$ cat config.mk
export PLATFORM = sky130hd
export DESIGN_NAME = if_prefetch_queue
export DESIGN_NICKNAME = d
export VERILOG_FILES = /design/src/rtl/if_prefetch_queue_pkg.sv /design/src/rtl/if_prefetch_ram.sv /design/src/rtl/if_prefetch_queue.sv
export SDC_FILE = /design/constraint.sdc
export NUM_CORES = 1
export LEC_CHECK = 0
export CORE_ASPECT_RATIO = 0.5
export CORE_MARGIN = 8
export CORE_UTILIZATION = 48
export CTS_CLUSTER_DIAMETER = 40
export CTS_CLUSTER_SIZE = 30
export DETAILED_ROUTE_END_ITERATION = 10
export GPL_TIMING_DRIVEN = 1
export HOLD_SLACK_MARGIN = 0.06
export PLACE_DENSITY = 0.73
export SETUP_SLACK_MARGIN = 0.4
export SLEW_MARGIN = 20
export SYNTH_ARGS = -nofsm -noshare
export SYNTH_HDL_FRONTEND = slang
export SYNTH_HIERARCHICAL = 1
export SYNTH_SLANG_ARGS = --single-unit
export TNS_END_PERCENT = 20
$ cat constraint.sdc
create_clock -name clk -period 7.4 [get_ports clk]
set_clock_uncertainty 0.05 [all_clocks]
set_input_delay 1.11 -clock clk [delete_from_list [all_inputs] [get_ports clk]]
set_output_delay 1.11 -clock clk [all_outputs]
set_load 0.005 [all_outputs]
$ cat src/rtl/if_prefetch_queue_pkg.sv
// Shared types and constants for the instruction prefetch queue.
package if_prefetch_queue_pkg;

    localparam int unsigned AW_DEFAULT    = 32;
    localparam int unsigned DEPTH_DEFAULT = 4;
    localparam int unsigned PC_STEP       = 4;

    // One buffered fetch: address and the word read at that address.
    typedef struct packed {
        logic [AW_DEFAULT-1:0] pc;
        logic [AW_DEFAULT-1:0] instr;
    } entry_t;

endpackage

$ cat src/rtl/if_prefetch_ram.sv
// Entry storage for the prefetch queue: one synchronous write port and one
// asynchronous read port. Contents are not reset.
module if_prefetch_ram #(
    parameter int unsigned DEPTH = 4,
    parameter int unsigned W     = 64
) (
    input  logic                     clk,
    input  logic                     we_i,
    input  logic [$clog2(DEPTH)-1:0] waddr_i,
    input  logic [W-1:0]             wdata_i,
    input  logic [$clog2(DEPTH)-1:0] raddr_i,
    output logic [W-1:0]             rdata_o
);

    logic [W-1:0] mem_q [DEPTH];

    // Write the pushed entry at the write pointer.
    always_ff @(posedge clk) begin
        if (we_i) begin
            mem_q[waddr_i] <= wdata_i;
        end
    end

    assign rdata_o = mem_q[raddr_i];

endmodule

$ cat src/rtl/if_prefetch_queue.sv
// Instruction prefetch FIFO between fetch and decode. Freezes fetch while
// full and drops every buffered entry on a taken branch (flush).
// Optional zero-latency bypass when empty: define IF_PREFETCH_BYPASS_EN.
module if_prefetch_queue
    import if_prefetch_queue_pkg::*;
#(
    parameter int unsigned DEPTH = DEPTH_DEFAULT,
    parameter int unsigned AW    = AW_DEFAULT
) (
    input  logic                   clk,
    input  logic                   rst,
    input  logic                   in_valid,
    input  logic [AW-1:0]          in_pc,
    input  logic [AW-1:0]          in_instr,
    input  logic                   flush,
    output logic                   fetch_freeze,
    output logic                   out_valid,
    input  logic                   out_ready,
    output logic [AW-1:0]          out_pc,
    output logic [AW-1:0]          out_pc_plus4,
    output logic [AW-1:0]          out_instr,
    output logic [$clog2(DEPTH):0] count
);

    localparam int unsigned PW = $clog2(DEPTH);
    localparam int unsigned CW = PW + 1;
    localparam int unsigned EW = 2 * AW;

    logic [PW-1:0] wr_ptr_q, wr_ptr_d;
    logic [PW-1:0] rd_ptr_q, rd_ptr_d;
    logic [CW-1:0] count_q, count_d;
    logic          push_c, pop_c, byp_c, nonempty_c;
    logic [EW-1:0] rdata_c;

    assign nonempty_c = (count_q != '0);

`ifdef IF_PREFETCH_BYPASS_EN
    // Empty queue: the incoming word is presented to decode in the same cycle.
    assign byp_c = !nonempty_c && in_valid && !flush;
`else
    assign byp_c = 1'b0;
`endif

    assign fetch_freeze = (count_q == CW'(DEPTH));
    // A bypassed word taken by decode is never written.
    assign push_c = in_valid && !fetch_freeze && !flush && !(byp_c && out_ready);
    assign pop_c  = nonempty_c && out_ready && !flush;

    // Head presentation; reads zero while empty so stale storage never leaks.
    always_comb begin
        out_valid = nonempty_c || byp_c;
        out_pc    = '0;
        out_instr = '0;
        if (byp_c) begin
            out_pc    = in_pc;
            out_instr = in_instr;
        end else if (nonempty_c) begin
            out_pc    = rdata_c[EW-1:AW];
            out_instr = rdata_c[AW-1:0];
        end
    end

    assign out_pc_plus4 = out_pc + AW'(PC_STEP);
    assign count        = count_q;

    // Next pointer/occupancy; flush overrides any push or pop this cycle.
    always_comb begin
        wr_ptr_d = wr_ptr_q;
        rd_ptr_d = rd_ptr_q;
        count_d  = count_q;
        if (flush) begin
            wr_ptr_d = '0;
            rd_ptr_d = '0;
            count_d  = '0;
        end else begin
            if (push_c) wr_ptr_d = wr_ptr_q + PW'(1);
            if (pop_c)  rd_ptr_d = rd_ptr_q + PW'(1);
            count_d = count_q + CW'(push_c) - CW'(pop_c);
        end
    end

    // Pointer and occupancy registers.
    always_ff @(posedge clk or posedge rst) begin
        if (rst) begin
            wr_ptr_q <= '0;
            rd_ptr_q <= '0;
            count_q  <= '0;
        end else begin
            wr_ptr_q <= wr_ptr_d;
            rd_ptr_q <= rd_ptr_d;
            count_q  <= count_d;
        end
    end

    if_prefetch_ram #(
        .DEPTH (DEPTH),
        .W     (EW)
    ) u_ram (
        .clk     (clk),
        .we_i    (push_c),
        .waddr_i (wr_ptr_q),
        .wdata_i ({in_pc, in_instr}),
        .raddr_i (rd_ptr_q),
        .rdata_o (rdata_c)
    );

endmodule

Yosys cells after proc, flatten, opt, wreduce, memory -nomap -nowiden. Memories as Yosys holds them, arrays and structs flattened. Cells that the tools add are included.

Register bits after elaboration: 7. Latch bits: 0. Bits in writable memories: 256. Memory bits (read-only): 0. Word-level logic and storage cells: 28. Memories kept: 1.

Add/sub/neg operators: 5. $mul: 0. Divide/modulo/power cells: 0. Order comparisons: 0. Eq/ne operators: 1. Shift operators: 0. Mux-type cells: 9. Bitwise operators: 0. Reduce and logical (&&, ||, !) cells: 9.

Memory list: u_ram.mem_q (depth 4, bits a word 64, read ports 1, clocked after Yosys merged registers in 0, wr ports 1, line if_prefetch_ram.sv:15) `logic [W-1:0] mem_q [DEPTH];`.

Operators with widths (number): 32-bit 2-to-1 mux (2); 32-bit by 3-bit adder with 32-bit output (second input constant) (1); 2-bit 2-to-1 mux (4); 2-bit by 1-bit adder with 2-bit output (second input constant) (2); 1-bit logical AND (4); 2-bit nonzero test (2); 3-bit by 1-bit adder with 3-bit output (1); 3-bit equality test (second input constant) (1); 3-bit 2-to-1 mux (1); 3-bit nonzero test (1); 3-bit by 1-bit subtractor with 3-bit output (1); 1-bit logical NOT (2); 1-bit 2-to-1 mux (2).

Longest topological paths before layout. Gate-level depths: netlist (run 1).

Word-level depth: 7. Depth in mapped cells: 13. Mapped depth without buffers: 12.

Hierarchy. Netlist (run 1), hierarchy kept.

By module, submodules not included: if_prefetch_ram (times used 1, cells an instance 338, area each 9341.5 µm², seq. area each 7687.4 µm²); if_prefetch_queue (times used 1, cells an instance 209, area each 1445.1 µm², seq. area each 175.2 µm²).

Least setup slack after synthesis (run 1). OpenSTA, ideal clock, no wires.

Path type: input -> register. Start: input port flush. End: memory u_ram.mem_q[0][0] (enable). Setup time: 0.578 ns. Arrival time: 6.197 ns. Slack: 0.576 ns. Stages: 3. Buffers on the path: 1. Cell sequence: clkbuf_1 -> nor2_1 -> nor3b_1.

Cells in the longest elaborated chain, start to end: 4.

RTL lines: start, declared (line if_prefetch_queue.sv:15) `input logic flush,`; 1-bit logical NOT (line if_prefetch_queue.sv:46) `assign push_c = in_valid && !fetch_freeze && !flush && !(byp_c && out_ready);`; 1-bit logical AND (line if_prefetch_queue.sv:46); named net push_c (line if_prefetch_queue.sv:32) `logic push_c, pop_c, byp_c, nonempty_c;`; 1-bit 2-to-1 mux (line if_prefetch_ram.sv:19) `if (we_i) begin`; 1-bit 2-to-1 mux (implied by the code) (line if_prefetch_ram.sv:20) `mem_q[waddr_i] <= wdata_i;`; end, declared (line if_prefetch_ram.sv:15).

The timed path passes the listed nets, and every way through them passes these cells.

Worst setup path after layout (run 1).
Start: register rd_ptr_q[1]. End: output port out_pc_plus4[27].

Cells in the longest elaborated chain, start to end: 3.

RTL lines: start, declared (line if_prefetch_queue.sv:30) `logic [PW-1:0] rd_ptr_q, rd_ptr_d;`; start signal, assigned (line if_prefetch_queue.sv:90) `rd_ptr_q <= rd_ptr_d;`; memory 4 x 64 bit; named net rdata_c[45] (line if_prefetch_queue.sv:33) `logic [EW-1:0] rdata_c;`; 32-bit 2-to-1 mux (line if_prefetch_queue.sv:57) `end else if (nonempty_c) begin`; 32-bit by 3-bit adder with 32-bit output (line if_prefetch_queue.sv:63) `assign out_pc_plus4 = out_pc + AW'(PC_STEP);`; end, declared (line if_prefetch_queue.sv:20) `output logic [AW-1:0] out_pc_plus4,`.

The timed path passes the listed nets, and every way through them passes these cells.

==> run_results.csv, run 1 <==
group,metric,value,unit
clock_tree,post_cts_resized,0,
timing,grt_setup_unrepaired,"false",
timing,post-route-period-util,0.720,
synthesis,synth_edf_count,256,
clock_tree,post_cts_buffers,0,
synthesis,synthTopCellsByArea,"edfxtp_1 71%, mux4_2 13%, and2_1 3.5%",
clock_tree,clk_pin_slew,0.07,ns
timing,max-slew-margin-rel,0.268,
timing,worst_pin_slew,1.10,ns
outcome,status,"complete, no violations",
worst_setup_path,critical_path_class,"reg -> out",
routing,drc,0,
synthesis,async_flop_share,0.0266,
placed_design,io_buffers,169,
floorplan,initial_utilization,0.493,
floorplan,pin_count,170,
run,max_cap_violations,0,
layout,area_delta_synth_final,25.5,%
routing,viasPerCell,5.40,
placed_design,place_congestion,0.785,
layout,nFillCells,1598,
synthesis,yosys.area.top_type,"edfxtp_1",
synthesis,synth_cells,547,
floorplan,die_w,228,um
layout,num_antenna_cells,0,
clock_tree,worstSkewPairLatency,0.51,ns
floorplan,coreArea,21900,sq um
synthesis,synth_area,10800,sq um
worst_setup_path,end_kind,"output pin",
routing,met3_length,1040,um
timing,drv_slew,0,
timing,tns,0,ns
clock_tree,clockBufferDepth,3,
routing,drt_wl_total,23000,um
clock_tree,h-tree-depth,1,
timing,hold_viol_final,0,
clock_tree,clock-sinks,263,
floorplan,num_rows,38,
pwr,leakagePower,4.32,nW
pwr,ir_worst_vdd,0.000166,V
clock_tree,cts_made_buffers,24,
global_route,grt-ovfl-total,0,
synthesis,ys_warn_count,6,
global_route,grt_max_degree,66,
worst_hold_path,hold_path.class,"reg -> reg",
synthesis,postSynthAreaPerCell,19.7,sq um
timing,setup_viol,0,
global_route,grt_pass1_wl,35400,um
worst_setup_path,cp.required,6.24,ns
synthesis,ys_seq_area_frac,0.729,
worst_setup_path,cp.arrival,4.17,ns
placed_design,place_ws,2.56,ns
global_route,antenna_found_initial,0,
clock_tree,cts_hold_buf,0,
timing,hold_slack,0.609,ns
routing,highest_layer,"met4",
floorplan,die_h,122,um
placed_design,hpwl,14500,um
timing,fmax,0.188,GHz
routing,wl_per_cell,22.1,um
synthesis,synth_fp_nets,620,
timing,min_period,5.33,ns
clock_tree,clockRootBuffer,"clkbuf_16",
floorplan,dieArea,27800,sq um
synthesis,ys_types,37,
routing,wl_met2,12300,um
routing,drtPass1Iterations,4,
pwr,power_density,338,nW/um^2
global_route,first_global_vias,6052,
synthesis,ys_ff_latch,263,
routing,ant_nets,0,
routing,drt_iter0_drc,408,
clock_tree,cts_tree,"done",
synthesis,synthFlopType,"edfxtp_1",
routing,num_vias,5619,
layout,final_nets,798,
global_route,grtUsageTotal,0.163,
routing,drt-met1-wl,9390,um
worst_setup_path,startpoint_type,"register",
timing,fin_ws,2.07,ns
layout,drive_gt1_frac,0.165,
synthesis,synth_top_area_frac,0.713,
worst_setup_path,path_max_fanout,65,
==> critical path, cell delays in order (launching register included) <==
cell,delay (ns)
dfrtp_4,1.06
mux4_2,0.42
nand4_1,0.26
nor4_1,0.90
nand3_1,0.20
xnor2_1,0.24
clkdlybuf4s50_1,0.54
==> cell type report <==
class | count | area [sq um] | area share
multi-input combinational | 248 | 2700 | 0.199
timing repair buffer | 177 | 1750 | 0.129
inverter | 11 | 41.3 | 0.00305
sequential | 263 | 7870 | 0.581
clock inverter | 15 | 171 | 0.0127
tap | 300 | 375 | 0.0277
clock buffer | 27 | 633 | 0.0468
==> layout by cell type (no fill, tap or decap), types with 3 or more instances in the layout <==
master           instances
or3_1                    3
ha_1                     3
and3_1                   5
buf_4                    8
edfxtp_1               256
inv_1                   10
xor2_1                   7
nor3_1                   5
mux4_2                  60
clkbuf_16               25
mux4_1                   4
nand4_1                 12
clkdlybuf4s50_1        169
clkinv_8                 3
inv_8                    3
dfrtp_1                  5
inv_6                    4
xnor2_1                 24
nor4_2                   3
nand2_1                 11
nor2_1                  15
and2_1                  60
nand3_1                 16
==> stage by stage <==
stage                     area, sq um  cells  power [mW]   util
after floorplan                 10800    547        2.63      -
after global placement          12700    999        3.37  0.582
after detailed placement        12700    999        3.40  0.582
after CTS                       13500   1041        4.64  0.619
after global routing            13500   1041        4.77  0.619
final                           13500   1041        4.57  0.619
==> per-layer routing <==
metal  global-route usage  up-vias
met1                0.202     2914
li1                     -     2548
met2                0.299      131
met4               0.0323        0
met5                    0        -
met3               0.0313       26
==> worst paths after layout <==
kind	startpoint	to	slack [ns]	cells after the start
setup / recovery	rd_ptr_q[1]$_DFFE_PP0P_	out_pc_plus4[27]	2.07	6
hold / removal	wr_ptr_q[1]$_DFFE_PP0P_	wr_ptr_q[1]$_DFFE_PP0P_	0.61	2
setup reg to reg	count[1]$_DFF_PP0_	count[2]$_DFF_PP0_	4.21	14
hold reg to reg	wr_ptr_q[1]$_DFFE_PP0P_	wr_ptr_q[1]$_DFFE_PP0P_	0.61	2
max in group asynchronous	rst	rd_ptr_q[1]$_DFFE_PP0P_	6.27	2
min in group asynchronous	rst	count[1]$_DFF_PP0_	0.78	2
==> synthesized netlist by cell type, drive strengths merged, types with 3 or more instances <==
library cell	count
and3	6
and2	60
buf	15
edfxtp	256
nand3	16
dfrtp	7
clkbuf	10
nand2	11
xnor2	25
xor2	7
nor2	15
inv	11
nor3	6
nand4	12
ha	3
nor4	4
mux4	64
or3	3
==> cells by family after synthesis <==
family	synth area share
AO/OA/AOI/OAI	0.00406
XOR/XNOR	0.0267
adder cells (fa/ha/maj)	0.00534
buffers and inverters	0.0238
flip-flops	0.729
multiplexers	0.135
AND/OR/NAND/NOR	0.0762
==> report_power, final <==
part,leakage (nW),switching (mW),internal [mW]
Clock,0.387,0.562,0.677
Combinational,1.52,0.616,0.877
Sequential,2.41,0.111,1.73
==> flip-flops by register name, summed over array words and instances, names as in the netlist <==
register / flops
u_ram/mem_q: 256
count: 3
rd_ptr_q: 2
wr_ptr_q: 2
Power figures use the tool's default switching activity.
==> run 2: changes to the inputs <==
- PLACE_DENSITY: 0.73 -> 0.75
- clock period: 7.4 -> 4.9 ns (I/O delays scaled with it)
==> run_results.csv, run 2 (synthesis results as in run 1) <==
group,metric,value,unit
worst_setup_path,end_kind,"output pin",
routing,drtPass1Iterations,5,
pwr,power_frac_comb,0.336,
placed_design,hpwl,15300,um
global_route,grt-ovfl-total,0,
worst_setup_path,reg2reg_from,"count[1]$_DFF_PP0_",
timing,drv_slew,0,
pwr,clkPwrFrac,0.282,
timing,grt_setup_unrepaired,"true",
pwr,power_density,517,nW/um^2
pwr,p_int,5.06,mW
timing,hold_viol_final,0,
clock_tree,h-tree-depth,1,
worst_setup_path,cp.arrival,3.64,ns
timing,setup_viol,0,
floorplan,dieArea,27800,sq um
placed_design,place_congestion,0.760,
run,max_cap_violations,0,
timing,post-route-period-util,0.904,
timing,max-slew-margin-rel,0.296,
global_route,grt_pass1_wl,35600,um
routing,drt_iter0_drc,472,
placed_design,io_buffers,169,
floorplan,die_h,122,um
worst_setup_path,startpoint,"rd_ptr_q[0]$_DFFE_PP0P_",
worst_setup_path,path_max_fanout,12,
layout,final_nets,806,
worst_setup_path,crit_end,"out_pc_plus4[17]",
worst_setup_path,critical_path_class,"reg -> out",
clock_tree,clockBufferDepth,3,
clock_tree,clockRootBuffer,"clkbuf_16",
layout,regArea,7870,sq um
pwr,leakagePower,4.40,nW
timing,fmax,0.226,GHz
outcome,status,"complete, no violations",
routing,wl_per_cell,22.5,um
floorplan,num_rows,38,
layout,final_cell_mix,"256 x edfxtp_1, 169 x clkdlybuf4s50_1, 60 x and2_1, 60 x mux4_2, 25 x clkbuf_16",
timing,worst_pin_slew,1.06,ns
global_route,first_global_vias,6176,
clock_tree,clk_pin_slew,0.07,ns
clock_tree,worstSkewPairLatency,0.51,ns
floorplan,pin_count,170,
clock_tree,cts_made_buffers,24,
layout,nFillCells,1526,
timing,hold_slack,0.428,ns
floorplan,coreArea,21900,sq um
worst_setup_path,startpoint_type,"register",
floorplan,die_w,228,um
global_route,grt_max_degree,65,
worst_setup_path,rr_worst_depth,13,
routing,ant_nets,0,
layout,largest_reg_flops,256,
clock_tree,cts_tree,"done",
layout,final_common_cell,"edfxtp_1",
worst_setup_path,worst_r2r_endpoint,"count[2]$_DFF_PP0_",
worst_setup_path,r2r_setup_slack,1.63,ns
pwr,p_sw,2.02,mW
floorplan,initial_utilization,0.493,
layout,fin_area,13700,sq um
layout,area_delta_synth_final,27.0,%
worst_setup_path,cp.required,4.12,ns
pwr,power_frac_seq,0.382,
clock_tree,cts_hold_buf,0,
placed_design,placed_area,12800,sq um
layout,drive_gt1_frac,0.178,
routing,drc,0,
layout,multiInputGateArea,2710,sq um
global_route,grtUsageTotal,0.164,
global_route,antenna_found_initial,2,
timing,min_period,4.43,ns
timing,tns,0,ns
layout,largest_register,"u_ram/mem_q",
pwr,swShare,0.285,
routing,drt_wl_total,23700,um
pwr,ir_worst_vdd,0.000250,V
routing,viasPerCell,5.53,
routing,num_vias,5818,
worst_hold_path,hold_path.class,"in -> async",
clock_tree,clock-sinks,263,
run 2: changes by cell type in the layout (fill, tap and decap cells not counted), sizes merged:
cell	change
inv	+1
diode	+1
clkinv	+2
clkinvlp	-2
buf	+8
bufinv	+1
run 2: layout make-up:
class | count | area share
inverter | 11 | 0.00311
tap | 300 | 0.0274
clock buffer | 27 | 0.0462
sequential | 263 | 0.575
clock inverter | 17 | 0.0170
antenna | 1 | 0.000183
timing repair buffer | 185 | 0.134
multi-input combinational | 248 | 0.198
run 2: stage by stage:
stage	power [mW]	cells	util	worst slack, ns
final	7.08	1052	0.626	0.472
after global placement	5.10	1006	0.585	0.674
after global routing	7.39	1052	0.626	0.364
after detailed placement	5.14	1006	0.585	0.622
after CTS	7.15	1050	0.625	0.427
after floorplan	3.97	547	-	0.743
run 2: critical path, cell delays in order, from the launching register on:
cell and delay [ns]:
dfrtp_4 0.61, buf_8 0.21, mux4_2 0.35, nand3_1 0.15
or4_4 0.60, or4_4 0.55, xnor2_2 0.13, clkdlybuf4s50_1 0.52
run 2: how the worst min path moves through the flow:
| stage | from | endpoint | depth (start not counted) |
|---|---|---|---|
| 2_1_floorplan | rd_ptr_q[1]$_DFFE_PP0P_ | rd_ptr_q[1]$_DFFE_PP0P_ | 2 |
| 3_3_place_gp | wr_ptr_q[1]$_DFFE_PP0P_ | wr_ptr_q[1]$_DFFE_PP0P_ | 2 |
| 3_5_place_dp | wr_ptr_q[1]$_DFFE_PP0P_ | wr_ptr_q[1]$_DFFE_PP0P_ | 2 |
| 4_1_cts | rst | wr_ptr_q[0]$_DFFE_PP0P_ | 2 |
| 5_1_grt | rst | wr_ptr_q[0]$_DFFE_PP0P_ | 2 |
| 6_report | rst | wr_ptr_q[0]$_DFFE_PP0P_ | 2 |
run 2: timing repair:
item,in CTS,in global routing
gates resized for setup,2,2
setup buffers,0,1
setup endpoints to repair,6,8
run 2: power groups by stage:
stage                     Sequential, mW  Combinational, mW  Clock [mW]
after floorplan                     2.71               1.26           0
after global placement              2.76               2.34           0
after detailed placement            2.77               2.37           0
after CTS                           2.72               2.39        2.03
after global routing                2.72               2.55        2.12
final                               2.70               2.37        2.00
run 2: routing by layer:
metal / GRT usage / routed length [um]
met5: 0 / 10
met4: 0.0415 / 393
met3: 0.0332 / 1180
met2: 0.303 / 12500
met1: 0.198 / 9550
==> run 3: changes to the inputs <==
--- a/config.mk
+++ b/config.mk
@@ -15,5 +15,7 @@
 export HOLD_SLACK_MARGIN = 0.06
 export PLACE_DENSITY = 0.75
+export RECOVER_POWER = 100
 export SETUP_SLACK_MARGIN = 0.4
+export SKIP_CTS_REPAIR_TIMING = 1
 export SLEW_MARGIN = 20
 export SYNTH_ARGS = -nofsm -noshare
==> constraint.sdc (replaced) <==
create_clock -name clk -period 4.9 [get_ports clk]
set_clock_uncertainty 0.05 [all_clocks]
set_input_delay 0.98 -clock clk [delete_from_list [all_inputs] [get_ports clk]]
set_output_delay 0.98 -clock clk [all_outputs]
set_load 0.005 [all_outputs]
==> run_results.csv, run 3 (synthesis results as in run 1) <==
group,metric,value,unit
outcome,status,"complete, but fails checks",
outcome,violations,"max-capacitance violations, max-slew violations",
worst_setup_path,cp_cell_sequence,"buf_12 > mux4_2 > nand3_1 > or4_4 > or4_4 > xnor2_2 > dlygate4sd3_1",
worst_setup_path,end_kind,"output pin",
floorplan,initial_utilization,0.493,
run,max_cap_violations,3,
timing,fmax,0.218,GHz
layout,largest_register,"u_ram/mem_q",
floorplan,coreArea,21900,sq um
routing,drt_wl_total,23600,um
floorplan,pin_count,170,
layout,drive_gt1_frac,0.176,
timing,worst_pin_slew,1.93,ns
clock_tree,cts_tree,"done",
layout,largest_reg_flops,256,
routing,drt_iter0_drc,593,
worst_setup_path,cp_slowest_cell,"dlygate4sd3_1",
placed_design,io_buffers,169,
timing,hold_viol_final,0,
layout,final_nets,812,
floorplan,die_w,228,um
worst_setup_path,cp.required,3.87,ns
routing,viasPerCell,5.46,
layout,utilization,0.627,
layout,nFillCells,1540,
routing,wl_per_cell,22.3,um
pwr,ir_worst_vdd,0.000208,V
timing,min_period,4.60,ns
floorplan,die_h,122,um
layout,regArea,7870,sq um
clock_tree,h-tree-depth,1,
global_route,grt_max_degree,65,
worst_setup_path,crit_family,"simple AND/OR/NAND/NOR gates",
timing,drv_slew,195,
worst_setup_path,worst_path_most_repeated_cell,"or4_4",
worst_setup_path,cp_num_buf_inv,2,
routing,drc,0,
worst_setup_path,cp.arrival,3.57,ns
worst_setup_path,path_max_fanout,5,
global_route,grtUsageTotal,0.163,
clock_tree,worstSkewPairLatency,0.50,ns
clock_tree,clk_pin_slew,0.07,ns
placed_design,hpwl,14900,um
worst_setup_path,critPathMaxStageDelay,0.58,ns
layout,multiInputGateArea,2690,sq um
worst_setup_path,startpoint_type,"register",
floorplan,dieArea,27800,sq um
pwr,power_density,503,nW/um^2
timing,post-route-period-util,0.938,
timing,tns,0,ns
routing,num_vias,5779,
placed_design,place_congestion,0.783,
timing,max-slew-margin-rel,-0.288,
worst_hold_path,hold_path.class,"reg -> reg",
routing,drtPass1Iterations,5,
routing,ant_nets,0,
clock_tree,clockBufferDepth,3,
global_route,grt-ovfl-total,0,
layout,final_cell_mix,"256 x edfxtp_1, 129 x dlygate4sd3_1, 60 x mux4_2, 39 x clkdlybuf4s50_1, 38 x and2_1",
global_route,grt_pass1_wl,35600,um
worst_setup_path,critical_path_class,"reg -> out",
clock_tree,clockRootBuffer,"clkbuf_16",
timing,setup_viol,0,
layout,final_common_cell,"edfxtp_1",
placed_design,place_inst,1006,
timing,grt_setup_unrepaired,"true",
layout,fin_cells,1059,
clock_tree,clock-sinks,263,
clock_tree,cts_made_buffers,23,
global_route,antenna_found_initial,5,
pwr,leakagePower,4.56,nW
global_route,first_global_vias,6042,
layout,area_delta_synth_final,27.1,%
floorplan,num_rows,38,
==> run 3: changes by cell type in the layout (fill, tap and decap cells not counted), moves of 4 or more <==
cell / change
and2_0: +22
and2_1: -22
buf_4: -6
buf_6: +5
clkdlybuf4s50_1: -130
clkinv_8: +4
dlygate4sd3_1: +129
==> run 3: worst paths after layout <==
kind / cells after the start / slack, ns / startpoint / end
worst min register to register: 2 / 0.59 / wr_ptr_q[1]$_DFFE_PP0P_ / wr_ptr_q[1]$_DFFE_PP0P_
min in group asynchronous: 2 / 0.81 / rst / count[2]$_DFF_PP0_
worst min-delay path: 2 / 0.59 / wr_ptr_q[1]$_DFFE_PP0P_ / wr_ptr_q[1]$_DFFE_PP0P_
max in group asynchronous: 2 / 3.73 / rst / rd_ptr_q[0]$_DFFE_PP0P_
worst max register to register: 5 / 1.08 / count[2]$_DFF_PP0_ / u_ram/mem_q[2][63]$_DFFE_PP_
worst max-delay path: 7 / 0.30 / rd_ptr_q[0]$_DFFE_PP0P_ / out_pc_plus4[17]
==> run 3: report_power, final <==
| part | internal, mW | switching [mW] |
|---|---|---|
| sequential | 2.62 | 0.0599 |
| combinational | 1.26 | 1.06 |
| clock | 0.983 | 0.906 |
| total | 4.87 | 2.03 |
==> run 3: routing by layer <==
layer  part of all wire  vias up  GRT usage
li1                   -     2567          -
met1               0.41     3011      0.207
met2               0.51      163      0.291
met3              0.052       34     0.0283
met4              0.020        4     0.0415
met5             0.0011        -          0
==> run 3: cell type report <==
type                    instances  share of cell area
flip-flops and latches        263               0.574
multi-input cells             248               0.196
repair buffers                192               0.139
clock buffers                  23              0.0420
well taps                     300              0.0274
clock inverters                19              0.0180
inverters                      11             0.00319
diodes                          3            0.000548
==> run 3: through the flow <==
step | area [sq um] | total power, mW | hold slack, ns | setup slack (ns)
after global placement | 12800 | 5.12 | 0.605 | 0.702
after global routing | 13700 | 7.21 | 0.628 | 0.172
final | 13700 | 6.90 | 0.586 | 0.303
after detailed placement | 12800 | 5.14 | 0.635 | 0.731
after CTS | 13600 | 7.04 | 0.649 | 0.149
after floorplan | 10800 | 3.97 | 0.454 | 0.498
==> run 3: tightest hold or removal path: cells and delay by family (launching register included) <==
family	cells	cell delay (ns)
AND/OR/NAND/NOR	1	0.08
XOR/XNOR	1	0.10
flip-flops	1	0.43
